===== src/rtl/led_bank_pkg.sv =====
// Shared types and defaults for the LED bank sequencer.
// Mode and FSM state encodings used by led_bank_ctrl.
package led_bank_pkg;

    localparam int NUM_LEDS_DEF = 8;
    localparam int PERIOD_W_DEF = 16;

    typedef enum logic [1:0] {
        MODE_OFF    = 2'd0,
        MODE_STATIC = 2'd1,
        MODE_CHASE  = 2'd2,
        MODE_BLINK  = 2'd3
    } mode_e;

    typedef enum logic [1:0] {
        ST_IDLE   = 2'd0,
        ST_LOAD   = 2'd1,
        ST_RUN    = 2'd2,
        ST_UPDATE = 2'd3
    } state_e;

endpackage


===== src/rtl/led_prescaler.sv =====
// Free-running period counter with synchronous clear.
// tc is high while the count equals the programmed period.
module led_prescaler
    import led_bank_pkg::*;
#(
    parameter int PeriodWidth = PERIOD_W_DEF
) (
    input  logic                   clk_i,
    input  logic                   rst_ni,
    input  logic                   clr,
    input  logic [PeriodWidth-1:0] period,
    output logic                   tc
);

    logic [PeriodWidth-1:0] cnt;

    always_ff @(posedge clk_i) begin
        if (!rst_ni) begin
            cnt <= '0;
        end else if (clr) begin
            cnt <= '0;
        end else begin
            cnt <= cnt + PeriodWidth'(1);
        end
    end

    assign tc = (cnt == period);

endmodule


===== src/rtl/led_bank_ctrl.sv =====
// Sequencer driving a bank of enable-flop LED cells with
// static, chasing and blinking patterns at a programmable rate.
module led_bank_ctrl
    import led_bank_pkg::*;
#(
    parameter int NumLeds     = NUM_LEDS_DEF,
    parameter int PeriodWidth = PERIOD_W_DEF
) (
    input  logic                   clk_i,
    input  logic                   rst_ni,
    input  logic                   cfg_valid_i,
    output logic                   cfg_ready_o,
    input  logic [1:0]             cfg_mode_i,
    input  logic [NumLeds-1:0]     cfg_pattern_i,
    input  logic [PeriodWidth-1:0] cfg_period_i,
    output logic [NumLeds-1:0]     led_en_o,
    output logic [NumLeds-1:0]     led_d_o,
    input  logic [NumLeds-1:0]     led_q_i,
    output logic                   busy_o,
    output logic                   tick_o
);

    state_e                 state, state_n;
    mode_e                  mode_q;
    logic [NumLeds-1:0]     pattern_q;
    logic [PeriodWidth-1:0] period_q;
    logic                   xfer;
    logic                   tc;
    logic [NumLeds-1:0]     en_n, d_n, rot;
    logic                   tick_n;

    assign xfer = cfg_valid_i && cfg_ready_o;
    assign rot  = {led_q_i[NumLeds-2:0], led_q_i[NumLeds-1]};

    // Counter is held at zero outside RUN so each RUN starts from 0.
    led_prescaler #(
        .PeriodWidth(PeriodWidth)
    ) u_prescaler (
        .clk_i (clk_i),
        .rst_ni(rst_ni),
        .clr   (state != ST_RUN),
        .period(period_q),
        .tc    (tc)
    );

    always_comb begin
        state_n = state;
        en_n    = '0;
        d_n     = '0;
        tick_n  = 1'b0;
        unique case (state)
            ST_IDLE: begin
                if (xfer) state_n = ST_LOAD;
            end
            ST_LOAD: begin
                if (mode_q == MODE_CHASE || mode_q == MODE_BLINK)
                    state_n = ST_RUN;
                else
                    state_n = ST_IDLE;
            end
            ST_RUN: begin
                if (xfer)    state_n = ST_LOAD;
                else if (tc) state_n = ST_UPDATE;
            end
            ST_UPDATE: state_n = ST_RUN;
            default:   state_n = ST_IDLE;
        endcase

        // LOAD is only reachable through a transfer, so use live cfg inputs.
        if (state_n == ST_LOAD) begin
            en_n = '1;
            if (mode_e'(cfg_mode_i) != MODE_OFF) d_n = cfg_pattern_i;
        end else if (state_n == ST_UPDATE) begin
            en_n   = '1;
            tick_n = 1'b1;
            if (mode_q == MODE_CHASE) d_n = rot;
            else                      d_n = led_q_i ^ pattern_q;
        end
    end

    always_ff @(posedge clk_i) begin
        if (!rst_ni) begin
            state       <= ST_IDLE;
            mode_q      <= MODE_OFF;
            pattern_q   <= '0;
            period_q    <= '0;
            led_en_o    <= '0;
            led_d_o     <= '0;
            tick_o      <= 1'b0;
            busy_o      <= 1'b0;
            cfg_ready_o <= 1'b1;
        end else begin
            state       <= state_n;
            led_en_o    <= en_n;
            led_d_o     <= d_n;
            tick_o      <= tick_n;
            busy_o      <= (state_n != ST_IDLE);
            cfg_ready_o <= (state_n == ST_IDLE) || (state_n == ST_RUN);
            if (xfer) begin
                mode_q    <= mode_e'(cfg_mode_i);
                pattern_q <= cfg_pattern_i;
                period_q  <= cfg_period_i;
            end
        end
    end

endmodule


===== config.mk =====
export PLATFORM = sky130hd
export DESIGN_NAME = led_bank_ctrl
export DESIGN_NICKNAME = d
export VERILOG_FILES = /design/src/rtl/led_bank_pkg.sv /design/src/rtl/led_prescaler.sv /design/src/rtl/led_bank_ctrl.sv
export SDC_FILE = /design/constraint.sdc
export NUM_CORES = 1
export LEC_CHECK = 0
export CAP_MARGIN = 40
export CORE_MARGIN = 2
export CORE_UTILIZATION = 50
export DETAILED_ROUTE_END_ITERATION = 6
export HOLD_SLACK_MARGIN = 0.12
export PLACE_DENSITY = 0.79
export REMOVE_ABC_BUFFERS = 1
export SYNTH_ARGS = -nofsm -noshare
export SYNTH_HDL_FRONTEND = slang
export SYNTH_SLANG_ARGS = --single-unit

===== constraint.sdc =====
create_clock -name clk_i -period 2 [get_ports clk_i]
set_input_delay 0.4 -clock clk_i [delete_from_list [all_inputs] [get_ports clk_i]]
set_output_delay 0.4 -clock clk_i [all_outputs]
set_load 0.01 [all_outputs]

==> results.yml <==
status:
  status: "complete, no violations"
timing:
  setup_viol: 0
  tightest_slew_ns: 0.597
  setup_tns_ns: 0
  hold_viol_final: 0
  skew_ns: 0.00845
  min_period_ns: 1.76
  slew_violations: 0
  grt_setup_unrepaired: "no"
  maxSlewHeadroom_pct: 60.1
  fin_crit_sh_pct: 88.2
  fmax_mhz: 567
yosys:
  netlist_top_cells_area: "dfxtp_1 45%, nand2_1 10%, a21boi_0 7.9%"
  postSynthAreaPerCell_sq_um: 8.50
  synth_area_leader_cell: "dfxtp_1"
  synth_edf_count: 0
  yosys.cell_types.count: 36
  async_reset_ff_share_pct: 0
  synth_area_sq_um: 2480
  syn_inst: 292
  synth_seq_cells: 56
  netlist.area_leader.share_pct: 45.2
  yosys.cell_count.top_type: "nand2_1"
  synth_ff_type: "dfxtp_1"
  ys_warn_count: 0
  seq_area_frac_synth_pct: 45.2
  synthTopCellsByCount: "69 x nand2_1, 56 x dfxtp_1, 26 x a21boi_0"
clock_tree:
  clock_latency_ns: 0.31
  cts_hold_buf: 0
  cts.clk_slew.worst_paths_ns: 0.09
  h-tree-depth: 2
  cts_resized: 0
  clockRootBuffer: "clkbuf_8"
  cts_tree: "built"
  cts_max_path_buffers: 2
  cts_buffers: 5
  cts_sinks: 56
  postCtsSetupBuffers: 0
placed_design:
  place_area_sq_um: 3100
  port_buffers: 55
  place_congestion: 0.786
  hpwl_mm: 3.89
min_path:
  hold_depth: 2
  worstHoldPathType: "reg -> reg"
global_routing:
  grt.overflow.total: 0
  antenna_found_initial: 0
  grt_first_pass_wirelength_mm: 8.94
  grt_util_all_layers_pct: 21.0
  grt_max_degree: 30
  grt_pass1_vias: 1925
critical_path:
  critPathBufInv: 1
  rr_worst_depth: 5
  critPathSlowestCell: "clkdlybuf4s50_1"
  end_kind: "output port"
  critPathKind: "reg -> out"
  setup.worst_path.start_class: "flop"
  critPathMaxStageDelay_ns: 0.60
  cp.required_ns: 1.60
  cp_top_family: "buffers and inverters"
  cp_max_fo: 8
  cp_num_cells: 1
  crit_chain: "clkdlybuf4s50_1"
  worstPathArrival_ns: 1.36
floorplan:
  dieArea_sq_um: 5540
  num_io_pins: 56
  start_util_pct: 52.2
  core_sq_um: 4750
  die_x_um: 74.5
  rows: 25
  die_y_um: 74.5
route:
  met1Wirelength_mm: 2.47
  avgViaCountPerCell: 4.94
  wl_met3_um: 150
  ant_nets: 0
  firstDrtPassIters: 4
  top_layer: "met4"
  wire_per_inst_um: 12.8
  num_vias: 2037
  routed_wirelength_mm: 5.28
  drc: 0
  drtIter0Drc: 120
  met2_length_mm: 2.60
finish:
  nFillCells: 413
  fin_area_sq_um: 3210
  diodes: 0
  drive_above_1_share_pct: 6.96
  nets: 382
  synthToLayoutAreaGrowth_pct: 29.3
pwr:
  power_density_nw_per_um2: 701
  ir_drop_uv: 470
  p_leak_nw: 1.16
run:
  drv_cap: 0
where the power goes:
| part | leakage, nW | total [W] | switching (W) | internal (W) |
|---|---|---|---|---|
| Combinational | 0.651 | 0.000330 | 0.000144 | 0.000186 |
| Clock | 0.0541 | 0.000731 | 0.000360 | 0.000371 |
| Sequential | 0.457 | 0.00119 | 0.0000308 | 0.00116 |
layout make-up:
class	count	area, sq um	share of cell area, %
inverters	6	22.5	0.701
clock buffers	5	68.8	2.14
well taps	67	83.8	2.61
clock inverters	3	42.5	1.33
repair buffers	64	631	19.6
multi-input cells	211	1240	38.7
flip-flops and latches	56	1120	34.9
cell families (layout without fill, tap and decap cells):
family | count (synthesis) | count (layout) | synth area share (%)
buffers and inverters | 25 | 78 | 4.84
DFF | 56 | 56 | 45.2
and+or+nand+nor | 122 | 122 | 23.1
xor gates and xnor gates | 31 | 31 | 10.9
AOI/OAI and AO/OA | 57 | 57 | 15.5
adders and majority gates | 1 | 1 | 0.504
layer usage:
layer	GRT usage, %	vias to the layer above
met1	27.0	932
met4	6.55	0
met5	0	-
met3	3.25	5
met2	36.3	36
li1	-	1064
cells in the final DEF (no fill, tap or decap), drive strengths merged, types with 9 or more instances in the layout:
cell,n
nand2,69
dfxtp,56
clkdlybuf4s50,55
a21boi,27
nor2,24
xnor2,19
xor2,12
o21ai,12
a21oi,10
buf,9
path summary, 6_finish.rpt:
path,from,to,slack (ns)
setup / recovery,led_en_o[6],led_en_o[0],0.24
hold / removal,mode_q[0],mode_q[0],0.47
setup reg to reg,u_prescaler.cnt[12],led_en_o[6],0.34
hold reg to reg,mode_q[0],mode_q[0],0.47
sequential cells by signal, indices dropped and copies added, names as in the netlist:
register	count
state	2
pattern_q	8
tick_o	1
cfg_ready_o	1
led_d_o	8
busy_o	1
u_prescaler.cnt	16
mode_q	2
period_q	16
led_en_o	1
metrics by stage:
step / hold WS [ns] / worst slack (ns) / power [W] / util [%] / std cells
2_1_floorplan: 0.441 / 0.329 / 0.00136 / - / 273
3_5_place_dp: 0.465 / 0.0410 / 0.00154 / 65.2 / 404
3_3_place_gp: 0.452 / 0.159 / 0.00154 / 65.2 / 404
6_report: 0.474 / 0.236 / 0.00225 / 67.5 / 412
4_1_cts: 0.478 / 0.218 / 0.00227 / 67.5 / 412
5_1_grt: 0.502 / 0.186 / 0.00235 / 67.5 / 412
(Power assumes the default switching activity.)
